<file path="src/rtl/component_decode_sequencer_if.sv">
// Decoder-side bundle between the component decode sequencer and its two VLDs.
//
// Handshake: *_vld_valid is a single-cycle strobe with no ready back-channel.
// A strobe is consumed only while the matching *_vld_enable is high and the
// sequencer is in that decoder's run phase. Strobes at any other time are
// dropped. An AC strobe with ac_vld_pos_inc == 0 is also dropped.
interface component_decode_sequencer_if;
    logic       dc_vld_valid;
    logic       dc_vld_reset_n;
    logic       dc_vld_enable;
    logic       ac_vld_valid;
    logic [6:0] ac_vld_pos_inc;
    logic       ac_vld_reset_n;
    logic       ac_vld_input_start;
    logic       ac_vld_enable;
    logic       ac_vld_flush;

    // Sequencer side: drives decoder control and receives decoder strobes.
    modport master (
        input  dc_vld_valid, ac_vld_valid, ac_vld_pos_inc,
        output dc_vld_reset_n, dc_vld_enable,
        output ac_vld_reset_n, ac_vld_input_start, ac_vld_enable, ac_vld_flush
    );

    // Decoder side: mirror of the master modport.
    modport slave (
        output dc_vld_valid, ac_vld_valid, ac_vld_pos_inc,
        input  dc_vld_reset_n, dc_vld_enable,
        input  ac_vld_reset_n, ac_vld_input_start, ac_vld_enable, ac_vld_flush
    );
endinterface

</file>
<file path="src/rtl/component_decode_sequencer.sv">
// Component decode sequencer for the ProRes decode path.
//
// Per component, the sequencer runs these phases in order:
//   1. DC VLD run.
//   2. AC run/level VLD run.
//   3. A fixed-length dequant/IDCT window.
// It counts decoded coefficients and reports done or error.
//
// Optional macro SEQ_TIMEOUT_EN adds a stall watchdog on the two run phases.
module component_decode_sequencer #(
    parameter int RESET_CYCLES   = 1,
    parameter int IDCT_LATENCY   = 10,
    parameter int MAX_BLOCKS     = 32,
    parameter int TIMEOUT_CYCLES = 4096
) (
    input  logic        clock,
    input  logic        reset_n,
    input  logic        start,
    input  logic        abort,
    input  logic [31:0] block_num,
    component_decode_sequencer_if.master vld,
    output logic        busy,
    output logic [31:0] dc_vld_counter,
    output logic [31:0] ac_vld_counter,
    output logic        idct_enable,
    output logic        done,
    output logic        error,
    output logic [2:0]  state_dbg
);

    typedef enum logic [2:0] {
        IDLE    = 3'd0,
        DC_INIT = 3'd1,
        DC_RUN  = 3'd2,
        AC_INIT = 3'd3,
        AC_RUN  = 3'd4,
        IDCT    = 3'd5,
        DONE    = 3'd6
    } state_t;

    state_t      state;
    logic [31:0] blocks_r;
    logic [31:0] ac_target;
    logic [31:0] phase_cnt;
    logic        dc_rst_n_r, dc_en_r;
    logic        ac_rst_n_r, ac_en_r, ac_start_r, ac_flush_r;

    logic        range_ok;
    logic        dc_count_en;
    logic        ac_count_en;
    logic [31:0] ac_sum;
    logic        overshoot;
    logic        timeout;
    logic        kill;

    assign vld.dc_vld_reset_n     = dc_rst_n_r;
    assign vld.dc_vld_enable      = dc_en_r;
    assign vld.ac_vld_reset_n     = ac_rst_n_r;
    assign vld.ac_vld_enable      = ac_en_r;
    assign vld.ac_vld_input_start = ac_start_r;
    assign vld.ac_vld_flush       = ac_flush_r;
    assign state_dbg              = state;

    // Decode which strobes count this cycle, and detect the abnormal exits.
    always_comb begin
        range_ok    = (block_num != 32'd0) && (block_num <= 32'(MAX_BLOCKS));
        dc_count_en = (state == DC_RUN) && vld.dc_vld_valid;
        ac_count_en = (state == AC_RUN) && vld.ac_vld_valid && (vld.ac_vld_pos_inc != 7'd0);
        ac_sum      = ac_vld_counter + {25'd0, vld.ac_vld_pos_inc};
        overshoot   = ac_count_en && (ac_sum > ac_target);
        kill        = abort || overshoot || timeout;
    end

`ifdef SEQ_TIMEOUT_EN
    logic [31:0] stall_cnt;
    logic        in_run;

    assign in_run  = (state == DC_RUN) || (state == AC_RUN);
    assign timeout = in_run && !dc_count_en && !ac_count_en &&
                     (stall_cnt == 32'(TIMEOUT_CYCLES - 1));

    // Stall watchdog. It is zero outside the run states, so it starts from
    // zero on every run-state entry. It also clears on each counted strobe.
    always_ff @(posedge clock or negedge reset_n) begin
        if (!reset_n) begin
            stall_cnt <= 32'd0;
        end else if (in_run && !dc_count_en && !ac_count_en && !timeout) begin
            stall_cnt <= stall_cnt + 32'd1;
        end else begin
            stall_cnt <= 32'd0;
        end
    end
`else
    logic [31:0] unused_timeout_cycles;
    assign unused_timeout_cycles = 32'(TIMEOUT_CYCLES);
    assign timeout               = 1'b0;
`endif

    // Main sequencer FSM. All outputs are registered here.
    // Abort, overshoot and timeout all return every output to its reset value.
    always_ff @(posedge clock or negedge reset_n) begin
        if (!reset_n) begin
            state          <= IDLE;
            busy           <= 1'b0;
            blocks_r       <= 32'd0;
            ac_target      <= 32'd0;
            phase_cnt      <= 32'd0;
            dc_vld_counter <= 32'd0;
            ac_vld_counter <= 32'd0;
            dc_rst_n_r     <= 1'b0;
            dc_en_r        <= 1'b0;
            ac_rst_n_r     <= 1'b0;
            ac_en_r        <= 1'b0;
            ac_start_r     <= 1'b0;
            ac_flush_r     <= 1'b0;
            idct_enable    <= 1'b0;
            done           <= 1'b0;
            error          <= 1'b0;
        end else if (kill) begin
            state          <= IDLE;
            busy           <= 1'b0;
            phase_cnt      <= 32'd0;
            dc_vld_counter <= 32'd0;
            ac_vld_counter <= 32'd0;
            dc_rst_n_r     <= 1'b0;
            dc_en_r        <= 1'b0;
            ac_rst_n_r     <= 1'b0;
            ac_en_r        <= 1'b0;
            ac_start_r     <= 1'b0;
            ac_flush_r     <= 1'b0;
            idct_enable    <= 1'b0;
            done           <= 1'b0;
            error          <= !abort;
        end else begin
            done       <= 1'b0;
            error      <= 1'b0;
            ac_start_r <= 1'b0;
            ac_flush_r <= 1'b0;
            case (state)
                IDLE: begin
                    if (start) begin
                        if (range_ok) begin
                            blocks_r       <= block_num;
                            ac_target      <= (block_num << 6) - block_num;
                            dc_vld_counter <= 32'd0;
                            ac_vld_counter <= 32'd0;
                            phase_cnt      <= 32'd0;
                            busy           <= 1'b1;
                            state          <= DC_INIT;
                        end else begin
                            error <= 1'b1;
                        end
                    end
                end
                DC_INIT: begin
                    if (phase_cnt == 32'(RESET_CYCLES - 1)) begin
                        phase_cnt  <= 32'd0;
                        dc_rst_n_r <= 1'b1;
                        dc_en_r    <= 1'b1;
                        state      <= DC_RUN;
                    end else begin
                        phase_cnt <= phase_cnt + 32'd1;
                    end
                end
                DC_RUN: begin
                    if (dc_count_en) begin
                        dc_vld_counter <= dc_vld_counter + 32'd1;
                        if (dc_vld_counter + 32'd1 == blocks_r) begin
                            dc_en_r    <= 1'b0;
                            dc_rst_n_r <= 1'b0;
                            state      <= AC_INIT;
                        end
                    end
                end
                AC_INIT: begin
                    if (phase_cnt == 32'(RESET_CYCLES - 1)) begin
                        phase_cnt  <= 32'd0;
                        ac_rst_n_r <= 1'b1;
                        ac_en_r    <= 1'b1;
                        ac_start_r <= 1'b1;
                        state      <= AC_RUN;
                    end else begin
                        phase_cnt <= phase_cnt + 32'd1;
                    end
                end
                AC_RUN: begin
                    if (ac_count_en) begin
                        ac_vld_counter <= ac_sum;
                        if (ac_sum == ac_target) begin
                            ac_en_r     <= 1'b0;
                            ac_flush_r  <= 1'b1;
                            idct_enable <= 1'b1;
                            phase_cnt   <= 32'd0;
                            state       <= IDCT;
                        end
                    end
                end
                IDCT: begin
                    if (phase_cnt == 32'(IDCT_LATENCY - 1)) begin
                        phase_cnt   <= 32'd0;
                        idct_enable <= 1'b0;
                        done        <= 1'b1;
                        dc_rst_n_r  <= 1'b0;
                        ac_rst_n_r  <= 1'b0;
                        state       <= DONE;
                    end else begin
                        phase_cnt <= phase_cnt + 32'd1;
                    end
                end
                DONE: begin
                    busy  <= 1'b0;
                    state <= IDLE;
                end
                default: state <= IDLE;
            endcase
        end
    end

endmodule

</file>
<file path="src/flat_wrapper.sv">
// flat-port wrapper written by rule: the top's interface ports become plain ports
module component_decode_sequencer_flat 
#(
    parameter int RESET_CYCLES   = 1,
    parameter int IDCT_LATENCY   = 10,
    parameter int MAX_BLOCKS     = 32,
    parameter int TIMEOUT_CYCLES = 4096
)
  (clock, reset_n, start, abort, block_num, busy, dc_vld_counter, ac_vld_counter, idct_enable, done, error, state_dbg, vld_dc_vld_valid, vld_ac_vld_valid, vld_ac_vld_pos_inc, vld_dc_vld_reset_n, vld_dc_vld_enable, vld_ac_vld_reset_n, vld_ac_vld_input_start, vld_ac_vld_enable, vld_ac_vld_flush);
  component_decode_sequencer_if vld_i ();
  input  logic clock;
  input  logic reset_n;
  input  logic start;
  input  logic abort;
  input  logic [31:0] block_num;
  output logic busy;
  output logic [31:0] dc_vld_counter;
  output logic [31:0] ac_vld_counter;
  output logic idct_enable;
  output logic done;
  output logic error;
  output logic [2:0] state_dbg;
  input wire logic [$bits(vld_i.dc_vld_valid)-1:0] vld_dc_vld_valid;
  input wire logic [$bits(vld_i.ac_vld_valid)-1:0] vld_ac_vld_valid;
  input wire logic [$bits(vld_i.ac_vld_pos_inc)-1:0] vld_ac_vld_pos_inc;
  output wire logic [$bits(vld_i.dc_vld_reset_n)-1:0] vld_dc_vld_reset_n;
  output wire logic [$bits(vld_i.dc_vld_enable)-1:0] vld_dc_vld_enable;
  output wire logic [$bits(vld_i.ac_vld_reset_n)-1:0] vld_ac_vld_reset_n;
  output wire logic [$bits(vld_i.ac_vld_input_start)-1:0] vld_ac_vld_input_start;
  output wire logic [$bits(vld_i.ac_vld_enable)-1:0] vld_ac_vld_enable;
  output wire logic [$bits(vld_i.ac_vld_flush)-1:0] vld_ac_vld_flush;
  assign vld_i.dc_vld_valid = vld_dc_vld_valid;
  assign vld_i.ac_vld_valid = vld_ac_vld_valid;
  assign vld_i.ac_vld_pos_inc = vld_ac_vld_pos_inc;
  assign vld_dc_vld_reset_n = vld_i.dc_vld_reset_n;
  assign vld_dc_vld_enable = vld_i.dc_vld_enable;
  assign vld_ac_vld_reset_n = vld_i.ac_vld_reset_n;
  assign vld_ac_vld_input_start = vld_i.ac_vld_input_start;
  assign vld_ac_vld_enable = vld_i.ac_vld_enable;
  assign vld_ac_vld_flush = vld_i.ac_vld_flush;
  component_decode_sequencer #(.RESET_CYCLES(RESET_CYCLES), .IDCT_LATENCY(IDCT_LATENCY), .MAX_BLOCKS(MAX_BLOCKS), .TIMEOUT_CYCLES(TIMEOUT_CYCLES)) u_core (.clock(clock), .reset_n(reset_n), .start(start), .abort(abort), .block_num(block_num), .vld(vld_i), .busy(busy), .dc_vld_counter(dc_vld_counter), .ac_vld_counter(ac_vld_counter), .idct_enable(idct_enable), .done(done), .error(error), .state_dbg(state_dbg));
endmodule
</file>
<file path="config.mk">
export PLATFORM = sky130hd
export DESIGN_NAME = component_decode_sequencer_flat
export DESIGN_NICKNAME = d
export VERILOG_FILES = /design/src/rtl/component_decode_sequencer_if.sv /design/src/rtl/component_decode_sequencer.sv /design/src/flat_wrapper.sv
export SDC_FILE = /design/constraint.sdc
export NUM_CORES = 1
export LEC_CHECK = 0
export BUFFER_PORTS_ARGS = -buffer_cell sky130_fd_sc_hd__buf_4
export CAP_MARGIN = 15
export CORE_UTILIZATION = 51
export DETAILED_ROUTE_END_ITERATION = 8
export PLACE_DENSITY = 0.71
export SLEW_MARGIN = 10
export SYNTH_ARGS = -nofsm -noshare
export SYNTH_HDL_FRONTEND = slang
export SYNTH_SLANG_ARGS = --single-unit
export TNS_END_PERCENT = 100
</file>
<file path="constraint.sdc">
create_clock -name clock -period 12.45 [get_ports clock]
set_input_delay 1.245 -clock clock [delete_from_list [all_inputs] [get_ports clock]]
set_output_delay 1.245 -clock clock [all_outputs]
set_load 0.1 [all_outputs]
</file>
# Yosys cells after proc, flatten, opt, wreduce, memory -nomap -nowiden

Index checks and enable logic that the tools add are counted.

Register bits: 173
Input bits: 45
Output and inout bits: 77
Word-level logic and storage cells: 134

Add/sub/neg operators: 4
$lt $le $gt $ge: 2
Equal/unequal tests: 18
Mux-type cells: 61
Bitwise operators: 1
Reduce and logical (&&, ||, !) cells: 32

Operator list:

| cell                    | count |
|---|---|
| $mux W32                | 11 |
| $pmux W32 S2            | 2 |
| $pmux W32 S4            | 1 |
| $add A32 B1 Y32 const B | 2 |
| $eq A32 B32 Y1          | 2 |
| $add A32 B7 Y32         | 1 |
| $eq A32 B4 Y1 const B   | 1 |
| $gt A32 B32 Y1          | 1 |
| $le A32 B6 Y1 const B   | 1 |
| $logic_not A32 Y1       | 1 |
| $reduce_bool A32 Y1     | 1 |
| $sub A32 B32 Y32        | 1 |
| $mux W1                 | 30 |
| $mux W3                 | 10 |
| $reduce_and A4 Y1       | 6 |
| $reduce_bool A3 Y1      | 7 |
| $ne A3 B1 Y1 const B    | 6 |
| $pmux W3 S6             | 1 |
| $pmux W1 S2             | 5 |
| $reduce_and A5 Y1       | 2 |
| $eq A3 B3 Y1 const B    | 3 |
| $ne A3 B2 Y1 const B    | 3 |
| $reduce_and A9 Y1       | 1 |
| $reduce_bool A7 Y1      | 1 |
| 12 further kinds        | 18 |

# Logic depth before layout (Yosys ltp)

Gate-level depths: netlist (run 1).

Depth in word-level cells: 7
Depth in mapped cells: 23

# Worst setup path after synthesis (run 1)

Ideal clock, no wire load.

Kind: in2reg
Start: input port vld_ac_vld_pos_inc[0]
End: register u_core.phase_cnt[12]
Setup time: 0.066 ns
Data arrival time: 5.872 ns
Data required time: 12.384 ns
Setup slack: 6.512 ns
Cell stages on the path: 22
Path buffers: 3
Path through: ha_1 > inv_1 > fa_1 > nor2b_1 > o21a_1 > o21ai_0 > a2111oi_0 > clkbuf_1 > and3_1 > and3_1 > xor2_1 > ha_1 > nand4_2 > nor4_4 > and2_1 > o22ai_1 > and2_4 > buf_6 > or3_4 > buf_6 > or4_1 > nand2_1

Longest elaborated chain between the ends: 6
Elaborated cells between the ends (all ways): 14

Ends and longest elaborated chain:

| element                                               | line                                                               | source |
|---|---|---|
| from (decl)                                           | flat_wrapper.sv:25                                                 | `input wire logic [$bits(vld_i.ac_vld_pos_inc)-1:0] vld_ac_vld_pos_inc;` |
| $add A32 B7 Y32 or $reduce_bool A7 Y1 (tied branches) | component_decode_sequencer.sv:69, component_decode_sequencer.sv:68 |  |
| $gt A32 B32 Y1 or $logic_and A1 B1 Y1 (tied branches) | component_decode_sequencer.sv:70, component_decode_sequencer.sv:68 |  |
| $logic_and A1 B1 Y1                                   | component_decode_sequencer.sv:70                                   | `overshoot = ac_count_en && (ac_sum > ac_target);` |
| $logic_or A1 B1 Y1                                    | component_decode_sequencer.sv:71                                   | `kill = abort \|\| overshoot \|\| timeout;` |
| $ne A3 B1 Y1 (no source line) (tied with other cells) | -                                                                  |  |
| $reduce_and A5 Y1 (no source line)                    | -                                                                  |  |
| to (signal assigned)                                  | component_decode_sequencer.sv:162                                  | `phase_cnt <= phase_cnt + 32'd1;` |
| to (signal assigned)                                  | component_decode_sequencer.sv:183                                  | `phase_cnt <= phase_cnt + 32'd1;` |
| to (signal assigned)                                  | component_decode_sequencer.sv:207                                  | `phase_cnt <= phase_cnt + 32'd1;` |
| to (decl)                                             | component_decode_sequencer.sv:44                                   | `logic [31:0] phase_cnt;` |

Parallel ways exist; a longest one is shown, timed or not.
A chain may end at the register's enable or synchronous reset.

# Worst setup path in the final report (run 1)

Start: input port vld_ac_vld_pos_inc[0]
End: register u_core.phase_cnt[16]

The elaborated chain is that of the path after synthesis.

==> results of run 1 <==
## synthesized netlist by cell type, types with 33 or more instances
cell and count:
a21oi_1 83, a31oi_1 42, and2_1 44, and3_1 34, clkbuf_1 47, dfrtp_1 172, ha_1 69, inv_1 85
nand2_1 124, nand3_1 50, nor2_1 62, o21ai_0 96, o31ai_1 33, xnor2_1 61, xor2_1 44
## layout make-up
type / count / area (µm²)
Fill cell: 1989 / 9150
Multi-Input combinational cell: 1032 / 6860
Sequential cell: 172 / 4300
Timing Repair Buffer: 129 / 972
Clock buffer: 21 / 480
Tap cell: 285 / 357
Inverter: 86 / 323
Clock inverter: 11 / 130
## flip-flops by register name, summed over array words and instances (netlist names), 3 cells and up
register               count
u_core.state_dbg           3
u_core.phase_cnt          32
u_core.ac_target          32
u_core.dc_vld_counter     32
u_core.blocks_r           31
u_core.ac_vld_counter     32
## power by group
part / internal (mW) / switching [mW] / leakage [nW]
Sequential: 0.560 / 0.00176 / 2.40
Clock: 0.320 / 0.238 / 0.306
Combinational: 0.0484 / 0.0855 / 3.46
Total: 0.928 / 0.325 / 6.16
## cells by family after synthesis
family,count (synthesis),share of synthesized area
and+or+nand+nor,491,0.226
buffers and inverters,150,0.0507
xor gates and xnor gates,105,0.0784
muxes,10,0.00906
DFF,172,0.367
AOI/OAI and AO/OA,356,0.193
adders and majority gates,70,0.0753
## per-layer routing
layer  vias to the layer above  share of wire  wire length (µm)
li1                       5095              -                 -
met1                      5111           0.43             13400
met2                       295           0.49             15300
met3                        48          0.052              1620
met4                         0          0.019               598
met5                         -              0                 0
## metrics by stage
stage                     std cells  worst slack, ns   util  hold slack (ns)
final                          1736             6.42  0.595            0.475
after global placement         1704             6.05  0.567            0.465
after global routing           1736             6.07  0.595            0.500
after floorplan                1354             6.51      -            0.443
after detailed placement       1704             5.85  0.567            0.465
after CTS                      1736             6.28  0.594            0.479
## how the worst max path moves through the flow
stage,from,endpoint,depth (start not counted)
2_1_floorplan,vld_ac_vld_pos_inc[0],u_core.phase_cnt[12],22
3_3_place_gp,vld_ac_vld_pos_inc[0],u_core.phase_cnt[14],21
3_5_place_dp,vld_ac_vld_pos_inc[0],u_core.phase_cnt[2],21
4_1_cts,vld_ac_vld_pos_inc[0],u_core.phase_cnt[2],21
5_1_grt,vld_ac_vld_pos_inc[0],u_core.phase_cnt[16],20
6_report,vld_ac_vld_pos_inc[0],u_core.phase_cnt[16],20
## worst register-to-register path, cell delays in order (launching register included)
cell       delay, ns
dfrtp_1         0.40
ha_1            0.20
inv_1           0.06
fa_1            0.39
nor2b_1         0.13
o21a_1          0.13
o21ai_0         0.17
a2111oi_2       0.36
buf_4           0.24
and4_1          0.35
nand3_1         0.16
xnor2_1         0.16
ha_1            0.30
nand4_1         0.20
nor4_4          0.45
nand2b_1        0.15
o31ai_1         0.80
nor2_1          0.20
nand2_1         0.41
a31oi_1         0.15
==> metrics.csv, run 1 <==
metric,value,unit
Clock Root Buffer,clkbuf_16,
worst-case clock skew,0.0172,ns
biggest cell delay along the critical path,0.80,ns
reg-to-reg setup timing slack,6.89,ns
RSZ-0062 raised after global routing,false,
"CP delay by family, top",simple AND/OR/NAND/NOR gates,
Hold Crit Class,flop to flop,
"Seq/Total Area, Yosys",0.367,
number of global-route vias before repair,10000,
crit share post-route,0.484,
DRC errors left,0,
Reg2Reg Launch Point,u_core.ac_vld_counter[0],
critical path class,input pin to flop,
die area,23600,µm²
starting density of the core,0.520,
TNS Setup,0,ns
first-pass GRT wire length,50400,µm
unique cell type count in the Yosys netlist,71,
cell taking the most area after synthesis,dfrtp_1,
Iter 0 DRT Violations,674,
met2 Use GR,0.449,
DRT Wirelength,31000,µm
Worst Hold End,u_core.ac_target[31],
Pins Over Slew Limit,0,
Critical Path RT,12.74,ns
"flops & latches, synth",172,
total power,1.25,mW
pin count of the biggest net entering global routing,100,
Slew @ Worst Pin,1.08,ns
Worst Path Buf+Inv,3,
row cnt,55,
met3 Use GR,0.0505,
DP Area,12800,µm²
met1 GRT Util,0.346,
Achievable Freq,166,MHz
clock transition at the registers of the reported paths,0.07,ns
die width,154,µm
"Hold Violations, Final",0,
CTS sink count,172,
Core Region,22600,µm²
setup violators final,0,
asr flop ratio synth,1.00,
Clock Latency Late Sink,0.44,ns
synth top area cells,"dfrtp_1, ha_1, xnor2_1",
clock buffer depth,2,
max_cap viols,0,
Min-Delay Path Depth,2,
I/O pin count,122,
Total GRT Usage,0.265,
Post-CTS Repair Setup Buffers,0,
Routed Antenna Nets,0,
Final nets,1553,
Post-Synthesis Cells,1354,
outcome,"finished, final reports clean",
Synth top area share,0.367,
pwr/cell area,93.4,nW/µm²
busiest layer in global routing,met2,
Synth Flop Type,dfrtp_1,
Slew headroom,0.273,
syn avg cell area,8.67,µm²
WL/cell,17.8,µm
Syn Std Cell Area,11700,µm²
H-tree lvl count,4,
Post-synth EDFFs,0,
GP Congestion,0.906,
PortBufs,121,
YS warnings,0,
Crit Reg-Reg Endpoint,u_core.phase_cnt[16],
CTS tree,done,
Area Overhead vs Synth,14.4,%
Critical Path Source Type,input pin,
Via Count,10500,
CTS Hold Bufs,0,
"IR drop worst, VDD",0.0721,mV
Post-DP HPWL,22300,µm
Leak,6.16,nW
Crit. End Element,flop,
Die Height,154,µm
Diodes inserted,0,
antenna violations before repair,0,
"Cell Chain, Critical Path","buf_4, ha_1, inv_1, fa_1, nor2b_1, o21a_1, o21ai_0, a2111oi_2, buf_4, and4_1, nand3_1, xnor2_1, ha_1, nand4_1, nor4_4, nand2b_1, o31ai_1, nor2_1, nand2_1, a31oi_1",
most frequent cells in the layout,"dfrtp_1, buf_4, nand2_1",
"commonest non-fill, non-tap cell in the layout",dfrtp_1,
Worst EP arrival,6.32,ns
fin crit period,6.03,ns
syn_nets,1469,
share of layout cells above drive strength 1,0.127,
HP Start,u_core.ac_target[31],
CTS Buf Count,17,
DRT Pass-1 Iters,5,
critical path peak fanout,11,
Resized Gates After CTS,0,
reg2reg path depth,19,
via/cell ratio,6.08,
final instance area,13400,µm²
Crit-path slowest cell,o31ai_1,
GRT overflow,0,
No activity file was read; power rests on OpenSTA's default activity.
==> run 2, diff against run 1 <==
--- a/config.mk
+++ b/config.mk
@@ -9,7 +9,7 @@
 export CAP_MARGIN = 15
 export CORE_UTILIZATION = 51
 export DETAILED_ROUTE_END_ITERATION = 8
-export PLACE_DENSITY = 0.71
+export PLACE_DENSITY = 0.73
 export SLEW_MARGIN = 10
 export SYNTH_ARGS = -nofsm -noshare
 export SYNTH_HDL_FRONTEND = slang
==> constraint.sdc (replaced) <==
create_clock -name clock -period 5.1 [get_ports clock]
set_input_delay 0.51 -clock clock [delete_from_list [all_inputs] [get_ports clock]]
set_output_delay 0.51 -clock clock [all_outputs]
set_load 0.1 [all_outputs]
==> metrics.csv, run 2 (synthesized netlist as in run 1, its figures left out) <==
metric,value,unit,change
Core Region,22600,µm²,unchanged
critical path peak fanout,9,,-2
Final Non-Filler Cells,1761,,+1.4%
starting density of the core,0.520,,unchanged
first-pass GRT wire length,50800,µm,+0.74%
"Hold Violations, Final",0,,unchanged
DRT Wirelength,31400,µm,+1.5%
outcome,"finished, final reports clean",,
worst-case clock skew,0.0132,ns,-0.00408 ns
Slew @ Worst Pin,1.06,ns,-0.0247 ns
WL/cell,17.8,µm,+0.11%
clock buffer depth,2,,unchanged
Total GRT Usage,0.267,,+0.00111
Crit-path slowest cell,a311o_2,,
Worst Path Buf+Inv,4,,+1
setup violators final,0,,unchanged
met2 Use GR,0.437,,-0.0121
Area Overhead vs Synth,17.3,%,
"IR drop worst, VDD",0.180,mV,+150%
clock transition at the registers of the reported paths,0.07,ns,about the same
dpl ws,-0.155,ns,-6.01 ns
Diodes inserted,0,,unchanged
"Cell Chain, Critical Path","ha_4, inv_1, fa_1, nor2b_1, o21a_1, o21ai_1, a2111oi_2, buf_4, buf_6, and3_1, and3_4, xor2_4, ha_4, nand4_4, nor4_4, buf_4, nand2b_1, o31a_1, a311o_2, or3_4, mux2i_1",,
DRT Pass-1 Iters,5,,unchanged
crit share post-route,0.958,,
CTS tree,done,,
PortBufs,121,,unchanged
Via Count,10800,,+2.7%
GP Congestion,0.910,,+0.50%
CTS sink count,172,,unchanged
max_cap viols,0,,unchanged
Leak,6.31,nW,+2.3%
Critical Path RT,5.41,ns,-7.33 ns
busiest layer in global routing,met2,,
Post-DP HPWL,22800,µm,+2.5%
Clock Latency Late Sink,0.43,ns,about the same
met1 GRT Util,0.357,,+0.0106
DRC errors left,0,,unchanged
Achievable Freq,205,MHz,
Hold Crit Class,input pin to asynchronous set/reset pin,,
Final nets,1579,,+1.7%
fin crit period,4.88,ns,
pin count of the biggest net entering global routing,90,,-10%
CTS Buf Count,17,,unchanged
die width,154,µm,unchanged
Worst EP arrival,5.20,ns,-1.12 ns
Slew headroom,0.290,,+0.0166
Routed Antenna Nets,0,,unchanged
WHS,0.105,ns,-0.370 ns
via/cell ratio,6.15,,+1.2%
"Worst Setup Slack, final",0.216,ns,-6.21 ns
number of global-route vias before repair,10400,,+3.5%
Iter 0 DRT Violations,767,,+14%
"commonest non-fill, non-tap cell in the layout",dfrtp_1,,
biggest cell delay along the critical path,0.46,ns,-0.34 ns
die area,23600,µm²,unchanged
met3 Use GR,0.0361,,-0.0144
share of layout cells above drive strength 1,0.154,,+0.0263
H-tree lvl count,4,,unchanged
Pins Over Slew Limit,0,,unchanged
Clock Root Buffer,clkbuf_16,,
Crit. End Element,flop,,
CTS Hold Bufs,0,,unchanged
antenna violations before repair,0,,unchanged
GRT overflow,0,,unchanged
most frequent cells in the layout,"dfrtp_1, buf_4, nand2_1",,
critical path class,flop to flop,,
Post-Place Cells,1725,,+1.2%
Die Height,154,µm,unchanged
I/O pin count,122,,unchanged
row cnt,55,,unchanged
Critical Path Source Type,flop,,
total power,2.97,mW,+140%
pwr/cell area,216,nW/µm²,+130%
"CP delay by family, top",compound AO/OA/AOI/OAI gates,,
TNS Setup,0,ns,unchanged
==> run 2: changes by cell type in the layout (fill, tap and decap cells not counted), sizes merged <==
| cell | previous run | this run |
|---|---|---|
| inv | 89 | 90 |
| clkinv | 6 | 7 |
| buf | 129 | 154 |
| bufinv | 2 | 1 |
| clkinvlp | 0 | 1 |
| a311o | 1 | 2 |
| clkbuf | 21 | 18 |
==> run 2: cell type report <==
class                   count  area [µm²]
clock buffers              18         439
clock inverters            13         114
fillers                  1946        8810
inverters                  86         323
multi-input cells        1033        7010
flip-flops and latches    172        4310
well taps                 285         357
repair buffers            154        1210
==> run 2: routing by layer <==
metal  part of all wire  wire length (µm)  vias up
met3              0.057              1790       71
met5                  0                 0        -
met2               0.48             14900      385
li1                   -                 -     5141
met4              0.033              1050        0
met1               0.43             13600     5232
==> run 2: power by group <==
group	internal (mW)	total, mW	switching [mW]	leakage [nW]
sequential	1.37	1.37	0.00360	2.40
clock	0.687	1.25	0.567	0.279
combinational	0.131	0.346	0.215	3.63
total	2.18	2.97	0.786	6.31
==> run 2: worst register-to-register path: cells and delay by family, from the launching register on <==
kind,cells,cell delay (ns)
simple gates,7,1.37
fa+ha+maj,3,0.83
xor+xnor,1,0.08
mux,1,0.13
compound gates,5,1.38
buf+inv,4,0.54
flops,1,0.44
==> run 2: path summary, 6_finish.rpt <==
check	startpoint	endpoint	slack (ns)	cells past startpoint
max in group asynchronous	reset_n	u_core.ac_vld_counter[0]	4.02	2
min reg2reg	u_core.ac_target[24]	u_core.ac_target[24]	0.48	2
max	u_core.ac_vld_counter[0]	u_core.phase_cnt[31]	0.22	21
max reg2reg	u_core.ac_vld_counter[0]	u_core.phase_cnt[31]	0.22	21
min	reset_n	u_core.blocks_r[26]	0.10	1
min in group clock	abort	u_core.error	0.31	2
==> run 2: through the flow <==
| stage | util | cell area (µm²) |
|---|---|---|
| after global routing | 0.610 | 13800 |
| final | 0.610 | 13800 |
| after floorplan | - | 11800 |
| after detailed placement | 0.578 | 13000 |
| after global placement | 0.578 | 13000 |
| after CTS | 0.602 | 13600 |
==> run 2: repair_timing <==
action	4_1_cts	5_1_grt
gates resized for setup	0	25
setup endpoints to repair	0	81
buffers inserted	0	4
